==> src/rtl/mem_request_unit_if.sv <==
// mem_request_unit_if: every signal between the request sequencer, the core
// and the single-port memory bus.
//   slave  : the mem_request_unit itself (takes core requests and bus
//            completions, drives the responses and the bus strobes).
//   master : the environment around it (core plus memory), which drives the
//            requests and the bus completion.
// Handshake rules:
//   - Core requests (fetch_req, dmem_read, dmem_write) are levels.
//     The core holds each one until the matching one-cycle valid pulse.
//   - Bus strobes (bus_read, bus_write) stay high with address_out,
//     data_out_BUS and bus_sel stable until bus_full is sampled high on a
//     rising edge. data_in_BUS is meaningful only in that cycle.
interface mem_request_unit_if #(
    parameter int ADDR_W = 32,
    parameter int DATA_W = 32
);
    // Core side
    logic                  fetch_req;
    logic [ADDR_W-1:0]     fetch_addr;
    logic                  dmem_read;
    logic                  dmem_write;
    logic [ADDR_W-1:0]     dmem_addr;
    logic [DATA_W-1:0]     dmem_wdata;
    logic [DATA_W/8-1:0]   dmem_sel;
    logic [DATA_W-1:0]     instr_out;
    logic                  instr_valid;
    logic [DATA_W-1:0]     dmem_rdata;
    logic                  dmem_valid;
    logic                  instr_wait;
    // Bus side
    logic                  bus_read;
    logic                  bus_write;
    logic [ADDR_W-1:0]     address_out;
    logic [DATA_W-1:0]     data_out_BUS;
    logic [DATA_W/8-1:0]   bus_sel;
    logic [DATA_W-1:0]     data_in_BUS;
    logic                  bus_full;
    // Status
    logic                  timeout_err;

    modport slave (
        input  fetch_req, fetch_addr, dmem_read, dmem_write, dmem_addr,
               dmem_wdata, dmem_sel, data_in_BUS, bus_full,
        output instr_out, instr_valid, dmem_rdata, dmem_valid, instr_wait,
               bus_read, bus_write, address_out, data_out_BUS, bus_sel,
               timeout_err
    );

    modport master (
        output fetch_req, fetch_addr, dmem_read, dmem_write, dmem_addr,
               dmem_wdata, dmem_sel, data_in_BUS, bus_full,
        input  instr_out, instr_valid, dmem_rdata, dmem_valid, instr_wait,
               bus_read, bus_write, address_out, data_out_BUS, bus_sel,
               timeout_err
    );
endinterface

==> src/rtl/mem_request_unit.sv <==
// mem_request_unit: serializes instruction fetches and data loads/stores
// from the core onto a single-port memory bus, one transaction at a time.
//
// Flow: IDLE accepts one request (store > load > fetch). The unit then sits
// in FETCH/LOAD/STORE with the bus strobe held until bus_full. It spends one
// RESP cycle pulsing the valid for the served request, then returns to IDLE.
// Every output comes straight from a flop.
//
// Optional build macro: MEM_REQ_TIMEOUT_EN
//   When defined, a transaction that sees no bus_full for TIMEOUT_CYCLES
//   wait cycles is abandoned. It completes with timeout_err and, for reads,
//   the marker word 32'hBAD0_0BAD. When undefined, the unit waits forever
//   and timeout_err is tied low.
//
// state_dbg encoding: 0 IDLE, 1 FETCH, 2 LOAD, 3 STORE, 4 RESP.
module mem_request_unit #(
    parameter int ADDR_W         = 32,
    parameter int DATA_W         = 32,
    parameter int TIMEOUT_CYCLES = 16
) (
    input  logic              clk,
    input  logic              rst,
    mem_request_unit_if.slave mif,
    output logic [2:0]        state_dbg
);

    localparam int SEL_W = DATA_W / 8;

    typedef enum logic [2:0] {
        S_IDLE  = 3'd0,
        S_FETCH = 3'd1,
        S_LOAD  = 3'd2,
        S_STORE = 3'd3,
        S_RESP  = 3'd4
    } state_t;

    state_t              state_q, state_d;

    logic [DATA_W-1:0]   instr_out_q,   instr_out_d;
    logic [DATA_W-1:0]   dmem_rdata_q,  dmem_rdata_d;
    logic                instr_valid_q, instr_valid_d;
    logic                dmem_valid_q,  dmem_valid_d;
    logic                instr_wait_q,  instr_wait_d;
    logic                bus_read_q,    bus_read_d;
    logic                bus_write_q,   bus_write_d;
    logic [ADDR_W-1:0]   address_q,     address_d;
    logic [DATA_W-1:0]   wdata_q,       wdata_d;
    logic [SEL_W-1:0]    sel_q,         sel_d;

    // Completion of the current bus transaction in this cycle, and the word
    // to capture for reads (bus data, or the timeout marker).
    logic                complete;
    logic [DATA_W-1:0]   capture;

`ifdef MEM_REQ_TIMEOUT_EN
    localparam int                CNT_W        = $clog2(TIMEOUT_CYCLES + 1);
    localparam logic [DATA_W-1:0] TIMEOUT_DATA = DATA_W'(32'hBAD0_0BAD);

    logic [CNT_W-1:0]    wait_cnt_q, wait_cnt_d;
    logic                timeout_err_q, timeout_err_d;
    logic                timeout_hit;

    // This wait edge would be the TIMEOUT_CYCLES-th without a completion.
    assign timeout_hit = (wait_cnt_q == CNT_W'(TIMEOUT_CYCLES - 1));
`else
    // The wait limit only matters when the timeout logic is built in.
    logic unused_timeout_cycles;
    assign unused_timeout_cycles = (TIMEOUT_CYCLES != 0);
`endif

    // Next-state and next-output logic; every *_d defaults to holding.
    always_comb begin
        state_d       = state_q;
        instr_out_d   = instr_out_q;
        dmem_rdata_d  = dmem_rdata_q;
        instr_valid_d = 1'b0;
        dmem_valid_d  = 1'b0;
        instr_wait_d  = instr_wait_q;
        bus_read_d    = bus_read_q;
        bus_write_d   = bus_write_q;
        address_d     = address_q;
        wdata_d       = wdata_q;
        sel_d         = sel_q;
        complete      = 1'b0;
        capture       = mif.data_in_BUS;
`ifdef MEM_REQ_TIMEOUT_EN
        wait_cnt_d    = wait_cnt_q;
        timeout_err_d = 1'b0;
`endif

        unique case (state_q)
            S_IDLE: begin
                // A simultaneous load is dropped, not queued; the core
                // keeps its request up and it is taken on a later pass.
                if (mif.dmem_write) begin
                    state_d      = S_STORE;
                    bus_write_d  = 1'b1;
                    address_d    = mif.dmem_addr;
                    wdata_d      = mif.dmem_wdata;
                    sel_d        = mif.dmem_sel;
                    instr_wait_d = 1'b1;
`ifdef MEM_REQ_TIMEOUT_EN
                    wait_cnt_d   = '0;
`endif
                end else if (mif.dmem_read) begin
                    state_d      = S_LOAD;
                    bus_read_d   = 1'b1;
                    address_d    = mif.dmem_addr;
                    wdata_d      = '0;
                    sel_d        = '1;
                    instr_wait_d = 1'b1;
`ifdef MEM_REQ_TIMEOUT_EN
                    wait_cnt_d   = '0;
`endif
                end else if (mif.fetch_req) begin
                    // Instruction fetches are always word aligned on the bus.
                    state_d      = S_FETCH;
                    bus_read_d   = 1'b1;
                    address_d    = mif.fetch_addr & ~ADDR_W'(3);
                    wdata_d      = '0;
                    sel_d        = '1;
                    instr_wait_d = 1'b1;
`ifdef MEM_REQ_TIMEOUT_EN
                    wait_cnt_d   = '0;
`endif
                end
            end

            S_FETCH, S_LOAD, S_STORE: begin
                // bus_full on the limit cycle still counts as a completion.
                if (mif.bus_full) begin
                    complete = 1'b1;
                end
`ifdef MEM_REQ_TIMEOUT_EN
                else if (timeout_hit) begin
                    complete      = 1'b1;
                    capture       = TIMEOUT_DATA;
                    timeout_err_d = 1'b1;
                end else begin
                    wait_cnt_d = wait_cnt_q + 1'b1;
                end
`endif

                if (complete) begin
                    if (state_q == S_FETCH) begin
                        instr_out_d = capture;
                    end
                    if (state_q == S_LOAD) begin
                        dmem_rdata_d = capture;
                    end
                    instr_valid_d = (state_q == S_FETCH);
                    dmem_valid_d  = (state_q != S_FETCH);
                    // Release the bus completely; address/data/sel are
                    // parked at 0 while no strobe is up.
                    bus_read_d    = 1'b0;
                    bus_write_d   = 1'b0;
                    address_d     = '0;
                    wdata_d       = '0;
                    sel_d         = '0;
                    instr_wait_d  = 1'b0;
                    state_d       = S_RESP;
                end
            end

            // One response cycle; requests presented now are not looked at.
            S_RESP: begin
                state_d = S_IDLE;
            end

            default: begin
                state_d = S_IDLE;
            end
        endcase
    end

    // State and output registers; reset clears everything, aborting any
    // transaction in flight without a valid pulse.
    always_ff @(posedge clk) begin
        if (rst) begin
            state_q       <= S_IDLE;
            instr_out_q   <= '0;
            dmem_rdata_q  <= '0;
            instr_valid_q <= 1'b0;
            dmem_valid_q  <= 1'b0;
            instr_wait_q  <= 1'b0;
            bus_read_q    <= 1'b0;
            bus_write_q   <= 1'b0;
            address_q     <= '0;
            wdata_q       <= '0;
            sel_q         <= '0;
        end else begin
            state_q       <= state_d;
            instr_out_q   <= instr_out_d;
            dmem_rdata_q  <= dmem_rdata_d;
            instr_valid_q <= instr_valid_d;
            dmem_valid_q  <= dmem_valid_d;
            instr_wait_q  <= instr_wait_d;
            bus_read_q    <= bus_read_d;
            bus_write_q   <= bus_write_d;
            address_q     <= address_d;
            wdata_q       <= wdata_d;
            sel_q         <= sel_d;
        end
    end

`ifdef MEM_REQ_TIMEOUT_EN
    // Wait-cycle counter and the registered timeout pulse.
    always_ff @(posedge clk) begin
        if (rst) begin
            wait_cnt_q    <= '0;
            timeout_err_q <= 1'b0;
        end else begin
            wait_cnt_q    <= wait_cnt_d;
            timeout_err_q <= timeout_err_d;
        end
    end

    assign mif.timeout_err = timeout_err_q;
`else
    assign mif.timeout_err = 1'b0;
`endif

    assign mif.instr_out    = instr_out_q;
    assign mif.instr_valid  = instr_valid_q;
    assign mif.dmem_rdata   = dmem_rdata_q;
    assign mif.dmem_valid   = dmem_valid_q;
    assign mif.instr_wait   = instr_wait_q;
    assign mif.bus_read     = bus_read_q;
    assign mif.bus_write    = bus_write_q;
    assign mif.address_out  = address_q;
    assign mif.data_out_BUS = wdata_q;
    assign mif.bus_sel      = sel_q;
    assign state_dbg        = state_q;

endmodule

==> src/flat_wrapper.sv <==
// flat-port wrapper written by rule: the top's interface ports become plain ports
module mem_request_unit_flat 
#(
    parameter int ADDR_W         = 32,
    parameter int DATA_W         = 32,
    parameter int TIMEOUT_CYCLES = 16
)
  (clk, rst, state_dbg, mif_fetch_req, mif_fetch_addr, mif_dmem_read, mif_dmem_write, mif_dmem_addr, mif_dmem_wdata, mif_dmem_sel, mif_data_in_BUS, mif_bus_full, mif_instr_out, mif_instr_valid, mif_dmem_rdata, mif_dmem_valid, mif_instr_wait, mif_bus_read, mif_bus_write, mif_address_out, mif_data_out_BUS, mif_bus_sel, mif_timeout_err);
  mem_request_unit_if #(.ADDR_W(ADDR_W), .DATA_W(DATA_W)) mif_i ();
  input  logic clk;
  input  logic rst;
  output logic [2:0] state_dbg;
  input wire logic [$bits(mif_i.fetch_req)-1:0] mif_fetch_req;
  input wire logic [$bits(mif_i.fetch_addr)-1:0] mif_fetch_addr;
  input wire logic [$bits(mif_i.dmem_read)-1:0] mif_dmem_read;
  input wire logic [$bits(mif_i.dmem_write)-1:0] mif_dmem_write;
  input wire logic [$bits(mif_i.dmem_addr)-1:0] mif_dmem_addr;
  input wire logic [$bits(mif_i.dmem_wdata)-1:0] mif_dmem_wdata;
  input wire logic [$bits(mif_i.dmem_sel)-1:0] mif_dmem_sel;
  input wire logic [$bits(mif_i.data_in_BUS)-1:0] mif_data_in_BUS;
  input wire logic [$bits(mif_i.bus_full)-1:0] mif_bus_full;
  output wire logic [$bits(mif_i.instr_out)-1:0] mif_instr_out;
  output wire logic [$bits(mif_i.instr_valid)-1:0] mif_instr_valid;
  output wire logic [$bits(mif_i.dmem_rdata)-1:0] mif_dmem_rdata;
  output wire logic [$bits(mif_i.dmem_valid)-1:0] mif_dmem_valid;
  output wire logic [$bits(mif_i.instr_wait)-1:0] mif_instr_wait;
  output wire logic [$bits(mif_i.bus_read)-1:0] mif_bus_read;
  output wire logic [$bits(mif_i.bus_write)-1:0] mif_bus_write;
  output wire logic [$bits(mif_i.address_out)-1:0] mif_address_out;
  output wire logic [$bits(mif_i.data_out_BUS)-1:0] mif_data_out_BUS;
  output wire logic [$bits(mif_i.bus_sel)-1:0] mif_bus_sel;
  output wire logic [$bits(mif_i.timeout_err)-1:0] mif_timeout_err;
  assign mif_i.fetch_req = mif_fetch_req;
  assign mif_i.fetch_addr = mif_fetch_addr;
  assign mif_i.dmem_read = mif_dmem_read;
  assign mif_i.dmem_write = mif_dmem_write;
  assign mif_i.dmem_addr = mif_dmem_addr;
  assign mif_i.dmem_wdata = mif_dmem_wdata;
  assign mif_i.dmem_sel = mif_dmem_sel;
  assign mif_i.data_in_BUS = mif_data_in_BUS;
  assign mif_i.bus_full = mif_bus_full;
  assign mif_instr_out = mif_i.instr_out;
  assign mif_instr_valid = mif_i.instr_valid;
  assign mif_dmem_rdata = mif_i.dmem_rdata;
  assign mif_dmem_valid = mif_i.dmem_valid;
  assign mif_instr_wait = mif_i.instr_wait;
  assign mif_bus_read = mif_i.bus_read;
  assign mif_bus_write = mif_i.bus_write;
  assign mif_address_out = mif_i.address_out;
  assign mif_data_out_BUS = mif_i.data_out_BUS;
  assign mif_bus_sel = mif_i.bus_sel;
  assign mif_timeout_err = mif_i.timeout_err;
  mem_request_unit #(.ADDR_W(ADDR_W), .DATA_W(DATA_W), .TIMEOUT_CYCLES(TIMEOUT_CYCLES)) u_core (.clk(clk), .rst(rst), .mif(mif_i), .state_dbg(state_dbg));
endmodule
==> config.mk <==
export PLATFORM = sky130hd
export DESIGN_NAME = mem_request_unit_flat
export DESIGN_NICKNAME = d
export VERILOG_FILES = /design/src/rtl/mem_request_unit_if.sv /design/src/rtl/mem_request_unit.sv /design/src/flat_wrapper.sv
export SDC_FILE = /design/constraint.sdc
export NUM_CORES = 1
export LEC_CHECK = 0
export ABC_CLOCK_PERIOD_IN_PS = 4120
export CORE_MARGIN = 1.5
export CORE_UTILIZATION = 44
export CTS_BUF_LIST = sky130_fd_sc_hd__clkbuf_2 sky130_fd_sc_hd__clkbuf_4 sky130_fd_sc_hd__clkbuf_8
export CTS_CLUSTER_SIZE = 28
export DETAILED_ROUTE_END_ITERATION = 16
export PLACE_DENSITY_LB_ADDON = 0.12
export SKIP_CTS_REPAIR_TIMING = 1
export SLEW_MARGIN = 20
export SYNTH_ARGS = -nofsm -noshare
export SYNTH_HDL_FRONTEND = slang
export SYNTH_SLANG_ARGS = --single-unit
==> constraint.sdc <==
create_clock -name clk -period 4.12 [get_ports clk]
set_input_delay 0.824 -clock clk [delete_from_list [all_inputs] [get_ports clk]]
set_output_delay 0.824 -clock clk [all_outputs]
set_load 0.03 [all_outputs]
==> results of run 1 <==
[flip-flops by register name (all words and copies together) (netlist names)]
signal,flops
u_core.mif.address_out,32
u_core.mif.bus_read,1
u_core.mif.bus_sel,4
u_core.mif.bus_write,1
u_core.mif.data_out_BUS,32
u_core.mif.dmem_rdata,32
u_core.mif.dmem_valid,1
u_core.mif.instr_out,32
u_core.mif.instr_valid,1
u_core.mif.instr_wait,1
u_core.state_dbg,3
[through the flow]
stage               power, mW  area, um2  std cells  setup slack (ns)
detailed placement      2.925       8268        959             1.090
finish                  4.080       8700        991             1.347
floorplan               2.416       5499        564             2.130
global route            4.254       8700        991             1.240
global placement        2.891       8268        959             1.178
CTS                     4.115       8700        991             1.312
[report_power, final]
part           switching (mW)  total (mW)  internal, mW  leakage [nW]
Clock                   0.531        1.19         0.659         0.212
Sequential             0.0975        1.60          1.50          1.14
Combinational           0.739        1.29         0.552          1.62
[area by class of cell]
| cell class | count | area (um2) | share of cell area |
|---|---|---|---|
| clock inverters | 15 | 197.7 | 0.02272 |
| well taps | 168 | 210.2 | 0.02416 |
| clock buffers | 17 | 234.0 | 0.02689 |
| repair buffers | 285 | 2825 | 0.3248 |
| multi-input cells | 363 | 2419 | 0.2780 |
| flip-flops and latches | 140 | 2803 | 0.3222 |
| inverters | 3 | 11.26 | 0.001294 |
[cells by family (layout without fill, tap and decap cells)]
group,after synthesis,count (layout),share of synthesized area
compound gates,147,147,0.2364
other cells,1,1,0.0006819
mux,30,30,0.05461
simple gates,185,185,0.1413
flops,140,140,0.5097
buf+inv,61,320,0.05734
[metal layers]
| layer | GRT usage | vias up | part of all wire |
|---|---|---|---|
| met5 | 0 | - | 0 |
| met4 | 0.09794 | 0 | 0.024 |
| met3 | 0.08540 | 27 | 0.082 |
| met2 | 0.4471 | 214 | 0.52 |
| met1 | 0.2612 | 2467 | 0.37 |
| li1 | - | 2492 | - |
[cell usage in the layout (no fill, tap or decap), types with 5 or more instances in the layout]
cell                              count
sky130_fd_sc_hd__nand2_1            166
sky130_fd_sc_hd__o32ai_2             26
sky130_fd_sc_hd__dfxtp_1            140
sky130_fd_sc_hd__o32ai_1              5
sky130_fd_sc_hd__clkdlybuf4s50_1    274
sky130_fd_sc_hd__a32o_1              34
sky130_fd_sc_hd__buf_4               11
sky130_fd_sc_hd__mux2i_1             30
sky130_fd_sc_hd__a21oi_1             66
sky130_fd_sc_hd__clkbuf_8            17
[worst max path at each step]
stage | from | endpoint | slack, ns | cells past startpoint
floorplan | mif_dmem_write | u_core.mif.address_out[4]$_SDFFE_PP0P_ | 2.13 | 5
global placement | mif_dmem_write | u_core.mif.data_out_BUS[14]$_SDFFE_PP0P_ | 1.18 | 4
detailed placement | mif_dmem_write | u_core.mif.data_out_BUS[16]$_SDFFE_PP0P_ | 1.09 | 4
CTS | u_core.state_dbg[2]$_SDFFE_PP0P_ | state_dbg[2] | 1.31 | 1
global route | u_core.state_dbg[2]$_SDFFE_PP0P_ | state_dbg[2] | 1.24 | 1
finish | u_core.state_dbg[2]$_SDFFE_PP0P_ | state_dbg[2] | 1.35 | 1
==> results, run 1 <==
- The flow ran to the end, and the final reports show no timing, DRC or antenna violations.
- The number of buffers and inverters on the critical path is 1.
- At the pin with the least slew margin, the transition time is 0.9434 ns.
- The core region is 12,110 um2.
- Hold is met by 0.4561 ns.
- The total global-route track usage is 0.2458.
- The number of failing setup endpoints in the final timing report is 0.
- The element type at the critical path start is a register.
- The die covers 13,180 um2.
- The worst setup path is captured at an output port.
- The cell area that synthesis handed to floorplanning was 5499 um2.
- The hold path endpoint is u_core.mif.dmem_rdata[29]$_SDFFE_PP0P_.
- The cell with the most instances after synthesis is sky130_fd_sc_hd__nand2_1.
- The number of global-route vias before repair is 5,204.
- The number of diodes added for antenna fixing is 0.
- The vertical die dimension is 114.8 um.
- The startpoint of the worst register-to-register path is u_core.state_dbg[2]$_SDFFE_PP0P_.
- The clock root buffer is sky130_fd_sc_hd__clkbuf_8.
- Dividing the detail-routed wire length by the instance count gives 16.59 um.
- Data on the critical path is required at its endpoint by 3.30 ns.
- The number of clock buffers inserted by TritonCTS is 17.
- In the post-synthesis netlist, the biggest area contributors are sky130_fd_sc_hd__dfxtp_1, sky130_fd_sc_hd__nand2_1, sky130_fd_sc_hd__o32ai_2.
- The clock skew is 0.008583 ns.
- No sink is reached through more buffers than the 2 on the longest clock path.
- The max-slew violation total from the final report is 0.
- TritonCTS built the clock tree.
- Once detail routing completed, the nets flagged for antenna violations numbered 0.
- The number of levels the H-tree was split into is 4.
- At the end of routability-driven placement, the weighted congestion stood at 0.7571.
- In this run the static leakage power is 2.976 nW.
- The share of synthesized area in the top cell type comes to 0.5097.
- Measured against its own limit, the worst slew margin works out to 0.3711.
- The peak clock frequency supported by timing is 360.6 MHz.
- The final count of hold timing violations is 0.
- For this configuration, the core starts out at a cell density of 0.4540.
- Setup repair after global routing left no endpoint under its margin.
- In this run, synthesis inferred 0 flip-flops with an integrated enable.
- Detailed placement finished with a half-perimeter wire length of 11.79 mm.
- At the end of the flow the core is filled with cells to 0.7183.
- The most common flop cell mapped by yosys is sky130_fd_sc_hd__dfxtp_1.
- For this block, the initial DRC count from the detailed router was 366.
- The number of stages on the worst hold path is 2.
- After detailed routing, the number of vias per cell comes to 5.247.
- The detailed-routing iteration count for the pre-antenna-repair pass is 4.
- The accumulated negative setup slack is 0 ns.
- The total number of placement rows is 40.
- The count of input and output buffers is 275.
- The total number of clock tree sinks is 140.
- The number of antenna violations at the first check in global routing is 0.
- The largest fanout on the critical path is 12.
- Entering global routing, the biggest net connects 70 pins.
- Each instance of the synthesized netlist takes up on average 9.750 um2.
- The tightest min-delay check is of the reg2reg type.
- In the routed design, unresolved DRC markers number 0.
- The filler cells instantiated in the layout total 986.
- After technology mapping, the gate count stands at 564.
- Compared with the post-synthesis result, the final layout area differs by 58.20%.
- For the worst setup path, the data arrival time is 1.95 ns.
- The final layout contains routed wiring with a total length of 16.44 mm.
- The worst register-to-register path ends at u_core.mif.data_out_BUS[20]$_SDFFE_PP0P_.
- In this design, the stage delay of the slowest critical-path cell is 0.82 ns.
- Sorting the synthesized cells by how often they occur yields sky130_fd_sc_hd__nand2_1, sky130_fd_sc_hd__dfxtp_1, sky130_fd_sc_hd__a21oi_1.
- For this run, the post-layout net count is 948.
- The number of storage elements in the synthesis netlist is 140.
- The worst voltage drop across the vdd grid is 0.0003130 V.
- The synthesis warning total is 0.
- The async set or reset register ratio after synthesis is 0.
- In this run the count of I/O pins placed on the die edge is 279.
- The clock period minus worst slack is 2.773 ns.
- The leading area contributor after synthesis is sky130_fd_sc_hd__dfxtp_1.
- Power spread over the standard cell area amounts to 469.0 nW/um2.
- The number of cells on the worst reg-to-reg path is 3.
- Of the cells placed in the final design, the portion with a size suffix greater than 1 is 0.09964.
- The slack of the worst reg-to-reg path is 1.97 ns.
- The top cell family by delay on the critical path is buffers and inverters.
- The startpoint identified for the worst hold timing path is u_core.mif.dmem_rdata[29]$_SDFFE_PP0P_.
- The clock transition at the registers of the reported paths is 0.08 ns.
- The slowest cell on the critical path is sky130_fd_sc_hd__clkdlybuf4s50_1.
- The total overflow left after global routing is 0.
- The global-route wire length before repair is 25.32 mm.
- The final period utilization is 0.6732.
- For this run, the register share of the synthesized area comes to 0.5097.
- The die is 114.8 um wide.
- The critical path class is reg2out.
- The detailed router placed 5,200 vias in this run.
- Traced cell by cell, the critical path runs through clkdlybuf4s50_1.
- The number of max-cap violations is 0.
- Clock latency on the worst-skew pair, taken at its later pin, is 0.43 ns.
- The net count of the mapped netlist is 702.
- Counting distinct cell types in the post-synthesis netlist gives 37.
No activity file was read; power rests on OpenSTA's default activity.
==> inputs of run 2 (changes only) <==
ABC_CLOCK_PERIOD_IN_PS = 2350   (was 4120)
CORE_UTILIZATION = 37   (was 44)
clock period = 2.35 ns   (was 4.12 ns; I/O delays follow)
==> results, run 2 (synthesis gave the netlist of run 1 again) <==
- The worst setup path is captured at an output port.
- The critical path goes through clkdlybuf4s50_1.
- The number of antenna violations at the first check in global routing is 0.
- The number of diodes added for antenna fixing is 0.
- The number of clock buffers inserted by TritonCTS is 17.
- For the worst setup path, the data required time is 1.88 ns.
- In this design, the largest share of critical-path delay is due to buffers and inverters.
- The final count of hold timing violations is 0.
- Row generation in the floorplan step produced 44 rows.
- The worst path buffer plus inverter count is 1.
- Counting along the longest clock path gives a buffer depth of 2.
- Measured against its own limit, the worst slew margin works out to 0.5689.
- The area of the placeable core is 14,530 um2.
- The flow ran to the end, and the final reports show no timing, DRC or antenna violations.
- The total number of clock tree sinks is 140.
- The element type at the critical path start is a register.
- After the last flow step, the layout net total stands at 958.
- Global routing finished with a remaining overflow of 0.
- From bottom edge to top edge, the die measures 124.9 um.
- IR analysis of the VDD net gives a maximum drop of 0.0004700 V.
- The clock root buffer is sky130_fd_sc_hd__clkbuf_8.
- The worst path needs 2.264 ns of the cycle, external delays included.
- The maximum number of pins on one net before global-route repair is 61.
- The library cells used most frequently in the layout, excluding fill and tap cells, are sky130_fd_sc_hd__clkdlybuf4s50_1, sky130_fd_sc_hd__nand2_1, sky130_fd_sc_hd__dfxtp_1, sky130_fd_sc_hd__a21oi_1, sky130_fd_sc_hd__a32o_1.
- The max-slew violation total from the final report is 0.
- The detailed placer's ending HPWL is 12.22 mm.
- The number of max-cap violations is 0.
- After routing the design area is 8845 um2.
- For this run, the total global-route usage over all layers was measured as 0.2189.
- Fill cells in the final layout number 1,280.
- Clock latency on the worst-skew pair, taken at its later pin, is 0.43 ns.
- The slowest cell on the critical path is sky130_fd_sc_hd__clkdlybuf4s50_1.
- For this design the ratio of total power to cell area is 807.7 nW/um2.
- The number of failing setup endpoints in the final timing report is 0.
- The routed design has 17.02 mm of wire.
- In this run the number of H-tree levels came out at 4.
- The area growth from synthesis to layout is 60.84%.
- The endpoint arrival time on the critical path is 1.79 ns.
- In the final layout, the share of cells above drive strength 1 is 0.1118.
- Setup repair after global routing left no endpoint under its margin.
- The min-delay analysis places its worst path in the category reg2reg.
- Once placement finished, the instance area stood at 8438 um2.
- The clock transition at the registers of the reported paths is 0.07 ns.
- By startpoint and endpoint, the worst setup path is classified as reg2out.
- For this design the static power due to leakage is 3.045 nW.
- The most common cell after layout, fill and taps aside is sky130_fd_sc_hd__clkdlybuf4s50_1.
- The final period utilization is 0.9634.
- The slew at the pin closest to its max-slew limit is 0.6467 ns.
- On the final layout, the worst clock skew is 0.006139 ns.
- The clock tree from TritonCTS is yes.
- The placer's final routability congestion estimate is 0.7700.
- The routed via count is 5,156.
- The detailed-routing iteration count for the pre-antenna-repair pass is 4.
- The global-route wire length before repair is 27.57 mm.
- The final routed DRC violation total is 0.
- For this design the top-level I/O count stands at 279.
- The initial utilization of the core area, before any placement, comes to 0.3784.
- The number of global-route vias before repair is 5,416.
- The residual antenna-violating net count after detailed routing is 0.
- The largest single stage delay on the critical path is 0.80 ns.
- The die area is 15,600 um2.
- The count of buffers added on input and output ports is 275.
- The die is 124.9 um wide.
- In this run the worst path has a maximum fanout of 8.
- The detailed router's first-iteration violation count is 256.
- Timing would allow up to 441.7 MHz.
- The overall power of the completed layout is 7.144 mW.
- The detailed-route wire length per cell is 16.75 um.
- In the routed layout, each cell is associated on average with a via count of 5.075.
==> run 2: cell types whose count changed in the layout (fill, tap and decap cells not counted) <==
cell	previous run	this run
sky130_fd_sc_hd__inv_6	1	0
sky130_fd_sc_hd__clkinvlp_4	3	2
sky130_fd_sc_hd__bufinv_16	4	2
sky130_fd_sc_hd__buf_4	11	15
sky130_fd_sc_hd__buf_12	0	6
sky130_fd_sc_hd__dfxtp_1	140	138
sky130_fd_sc_hd__clkinv_2	4	2
sky130_fd_sc_hd__clkinv_4	3	0
sky130_fd_sc_hd__clkbuf_4	0	4
sky130_fd_sc_hd__dfxtp_2	0	2
sky130_fd_sc_hd__clkbuf_8	17	21
==> run 2: power breakdown <==
| group | leakage, nW | switching (mW) | internal (mW) |
|---|---|---|---|
| sequential | 1.14 | 0.172 | 2.64 |
| clock | 0.206 | 0.874 | 1.10 |
| combinational | 1.70 | 1.32 | 1.05 |
| total | 3.05 | 2.36 | 4.78 |
==> run 2: final timing paths <==
path | from | endpoint | slack [ns] | depth (start not counted)
hold reg to reg | u_core.mif.instr_out[24]$_SDFFE_PP0P_ | u_core.mif.instr_out[24]$_SDFFE_PP0P_ | 0.46 | 2
setup / recovery | u_core.state_dbg[2]$_SDFFE_PP0P_ | state_dbg[2] | 0.09 | 1
setup reg to reg | u_core.state_dbg[2]$_SDFFE_PP0P_ | u_core.mif.address_out[11]$_SDFFE_PP0P_ | 0.58 | 4
hold / removal | u_core.mif.instr_out[24]$_SDFFE_PP0P_ | u_core.mif.instr_out[24]$_SDFFE_PP0P_ | 0.46 | 2
==> run 2: layout make-up <==
class	count	area, um2	share of cell area
Clock buffer	25	319.1	0.03607
Clock inverter	6	85.08	0.009619
Inverter	3	11.26	0.001273
Multi-Input combinational cell	363	2419	0.2734
Sequential cell	140	2805	0.3172
Tap cell	184	230.2	0.02603
Timing Repair Buffer	295	2975	0.3364
==> run 2: through the flow <==
step | util | TNS [ns] | hold WS (ns) | instances | worst slack (ns)
floorplan | - | 0 | 0.5809 | 564 | 0.6190
global placement | 0.5806 | 0 | 0.4411 | 985 | 0.1545
detailed placement | 0.5806 | 0 | 0.4461 | 985 | 0.1166
CTS | 0.6084 | -0.1135 | 0.4436 | 1016 | -0.06595
global route | 0.6086 | 0 | 0.4482 | 1016 | 0.02499
finish | 0.6086 | 0 | 0.4555 | 1016 | 0.08612
==> run 2: metal layers <==
metal	vias to the layer above	routed length (um)	global-route usage	share of wire
met2	193	8716	0.3911	0.51
met3	14	1338	0.08333	0.079
met1	2438	6769	0.2453	0.40
met5	-	0	0	0
li1	2511	-	-	-
met4	0	198	0.05548	0.012
==> inputs of run 3 (changes only) <==
GPL_TIMING_DRIVEN = 0   (was unset)
==> results, run 3 (synthesis gave the netlist of run 1 again) <==
- The run finished with clean final reports.
- The max-slew violation total from the final report is 0.
- STA puts the critical path data required time at 1.88 ns.
- In this run the vertical extent of the chip is 124.9 um.
- The number of antenna violations at the first check in global routing was 0.
- The clock skew is 0.009961 ns.
- The buffer depth of the longest clock path is 2.
- For the pin with the worst max-slew slack, the measured transition is 0.7031 ns.
- The via density per instance is 5.034.
- The element type at the critical path start is a register.
- The accumulated negative setup slack is 0 ns.
- The type of destination of the critical path is an output port.
- The final routed DRC violation total is 0.
- Counting I/O delays and the setup requirement, the final critical path takes 1.990 ns.
- The startpoint of the worst register-to-register path is u_core.state_dbg[2]$_SDFFE_PP0P_.
- The storage element area is 2803 um2.
- The startpoint of the worst hold path is u_core.mif.instr_out[21]$_SDFFE_PP0P_.
- The routed design uses 8.574 mm of met2 wire.
- Setup violations remaining at the end of the flow were counted as 0.
- The count of input and output buffers is 273.
- The growth of design area from synthesis to finish is 60.89%.
- The worst voltage drop across the vdd grid is 0.0004513 V.
- The final count of hold timing violations came to 0.
- In the final layout, the multi-input gates occupy 2381 um2.
- The detailed placer's ending HPWL is 13.18 mm.
- The tree is rooted in a sky130_fd_sc_hd__clkbuf_8.
- After detailed placement, the total cell area comes to 8462 um2.
- The worst path buffer plus inverter count is 1.
- The layout has 1,237 filler cells.
- The number of global-route vias before repair is 5,447.
- The library cell used most frequently in the layout, excluding fill and tap cells, is sky130_fd_sc_hd__clkdlybuf4s50_1.
- After detailed routing, the average wire length per cell comes to 16.37 um.
- The hold path endpoint is u_core.mif.instr_out[21]$_SDFFE_PP0P_.
- The floorplan step defined a die boundary enclosing 15,600 um2.
- The length of routed met3 wiring is 1.377 mm.
- The post-layout net count is 994.
- The peak clock frequency supported by timing is 502.5 MHz.
- For this block, the initial DRC count from the detailed router was 211.
- Max-cap violations in this run came to 0.
- The number of top-level design ports is 279.
- The floorplan step defined a core boundary enclosing 14,530 um2.
- Summing all non-filler instances in the final layout gives an area of 8847 um2.
- The placer's final routability congestion estimate is 0.7847.
- Among all stages on the critical path, the largest delay is contributed by sky130_fd_sc_hd__clkdlybuf4s50_1.
- The clock transition at the registers of the reported paths is 0.08 ns.
- The final period utilization is 0.8468.
- The number of diodes added for antenna fixing is 0.
- The detailed router put a total of 6.935 mm of wire on met1.
- The die extent in x is 124.9 um.
- The total number of clock tree sinks is 140.
- The worst-case headroom to the max-slew limit is 0.5312.
- The capture point of the worst reg-to-reg path is u_core.mif.data_out_BUS[5]$_SDFFE_PP0P_.
- The detailed-routing iteration count for the pre-antenna-repair pass is 5.
- The critical path's largest stage delay is 0.72 ns.
- The maximum number of pins on one net before global-route repair is 17.
- For this configuration, the core starts out at a cell density of 0.3784.
- In this run, CTS created clock tree buffers numbering 17.
- Traced cell by cell, the critical path runs through clkdlybuf4s50_1.
- The setup path with the least slack is of type reg2out.
- For this run the aggregate overflow at the end of global routing stands at 0.
- The final wirelength is 17.24 mm.
- Broken down by cell family, the worst path's largest delay share belongs to buffers and inverters.
- The number of levels the H-tree was split into is 4.
- The fraction of final layout cells sized beyond drive strength 1 is 0.1082.
- TritonCTS built the clock tree.
- The residual antenna-violating net count after detailed routing is 0.
- Setup repair after global routing left no endpoint under its margin.
- Along the worst path, the maximum fanout reaches 3.
- The routed via count is 5,301.
- The total number of placement rows is 44.
- The power per cell area is 801.3 nW/um2.
- The top metal layer carrying routed signals is met4.
- The leakage power summed over all cells is 3.077 nW.
- The total global-route track usage is 0.2171.
- The tightest min-delay check is of the reg2reg type.
- The endpoint arrival time on the critical path is 1.52 ns.
- The source-to-sink clock delay at the later pin of the worst-skew pair is 0.44 ns.
- Hold timing on the final database bottoms out at a slack of 0.4578 ns.
- The top cell types in the final layout, fill and taps aside, are sky130_fd_sc_hd__clkdlybuf4s50_1, sky130_fd_sc_hd__nand2_1, sky130_fd_sc_hd__dfxtp_1, sky130_fd_sc_hd__a21oi_1, sky130_fd_sc_hd__a32o_1.
- The slack of the worst reg-to-reg path is 0.58 ns.
- The number of cells on the worst reg-to-reg path is 6.
- The first global-routing pass estimated 27.24 mm of wire.
- Counting instances, the worst hold path has a depth of 2.
## run 3: changes by cell type in the layout (fill, tap and decap cells not counted), moves of 3 or more
cell and delta:
sky130_fd_sc_hd__clkbuf_8 -3, sky130_fd_sc_hd__clkbuf_1 +29, sky130_fd_sc_hd__clkinv_2 +4, sky130_fd_sc_hd__buf_6 +8
sky130_fd_sc_hd__buf_12 -6, sky130_fd_sc_hd__buf_2 +18, sky130_fd_sc_hd__buf_4 -14
## run 3: per-layer routing
layer | GRT usage | up-vias
li1 | - | 2577
met1 | 0.2476 | 2488
met5 | 0 | -
met2 | 0.3756 | 211
met3 | 0.07947 | 25
met4 | 0.07420 | 0
## run 3: power breakdown
| part | switching, mW | internal, mW |
|---|---|---|
| Combinational | 1.36 | 1.05 |
| Sequential | 0.139 | 2.63 |
| Clock | 0.924 | 0.984 |
| Total | 2.42 | 4.67 |
## run 3: through the flow
step / power (mW) / cells / setup slack, ns / util
after floorplan: 4.236 / 564 / 0.6190 / -
after global placement: 5.190 / 1021 / -0.06695 / 0.5822
after detailed placement: 5.236 / 1021 / -0.09666 / 0.5822
after CTS: 7.156 / 1053 / 0.3268 / 0.6087
after global routing: 7.416 / 1053 / 0.2585 / 0.6087
final: 7.089 / 1053 / 0.3601 / 0.6087
## run 3: how the worst max path moves through the flow
stage / start / end / slack [ns] / cells past startpoint
after floorplan: u_core.state_dbg[0]$_SDFFE_PP0P_ / u_core.mif.address_out[4]$_SDFFE_PP0P_ / 0.62 / 7
after global placement: mif_dmem_write / u_core.mif.address_out[29]$_SDFFE_PP0P_ / -0.07 / 5
after detailed placement: mif_dmem_write / u_core.mif.address_out[25]$_SDFFE_PP0P_ / -0.1 / 5
after CTS: u_core.mif.bus_write$_SDFFE_PP0P_ / mif_bus_write / 0.33 / 1
after global routing: mif_dmem_write / u_core.mif.address_out[25]$_SDFFE_PP0P_ / 0.26 / 5
final: u_core.mif.bus_write$_SDFFE_PP0P_ / mif_bus_write / 0.36 / 1
## run 3: layout make-up
class	count	share of cell area
flip-flops and latches	140	0.3168
repair buffers	273	0.3089
multi-input cells	363	0.2691
plain buffers	58	0.03437
clock buffers	20	0.02970
well taps	184	0.02602
clock inverters	12	0.01386
inverters	3	0.001273
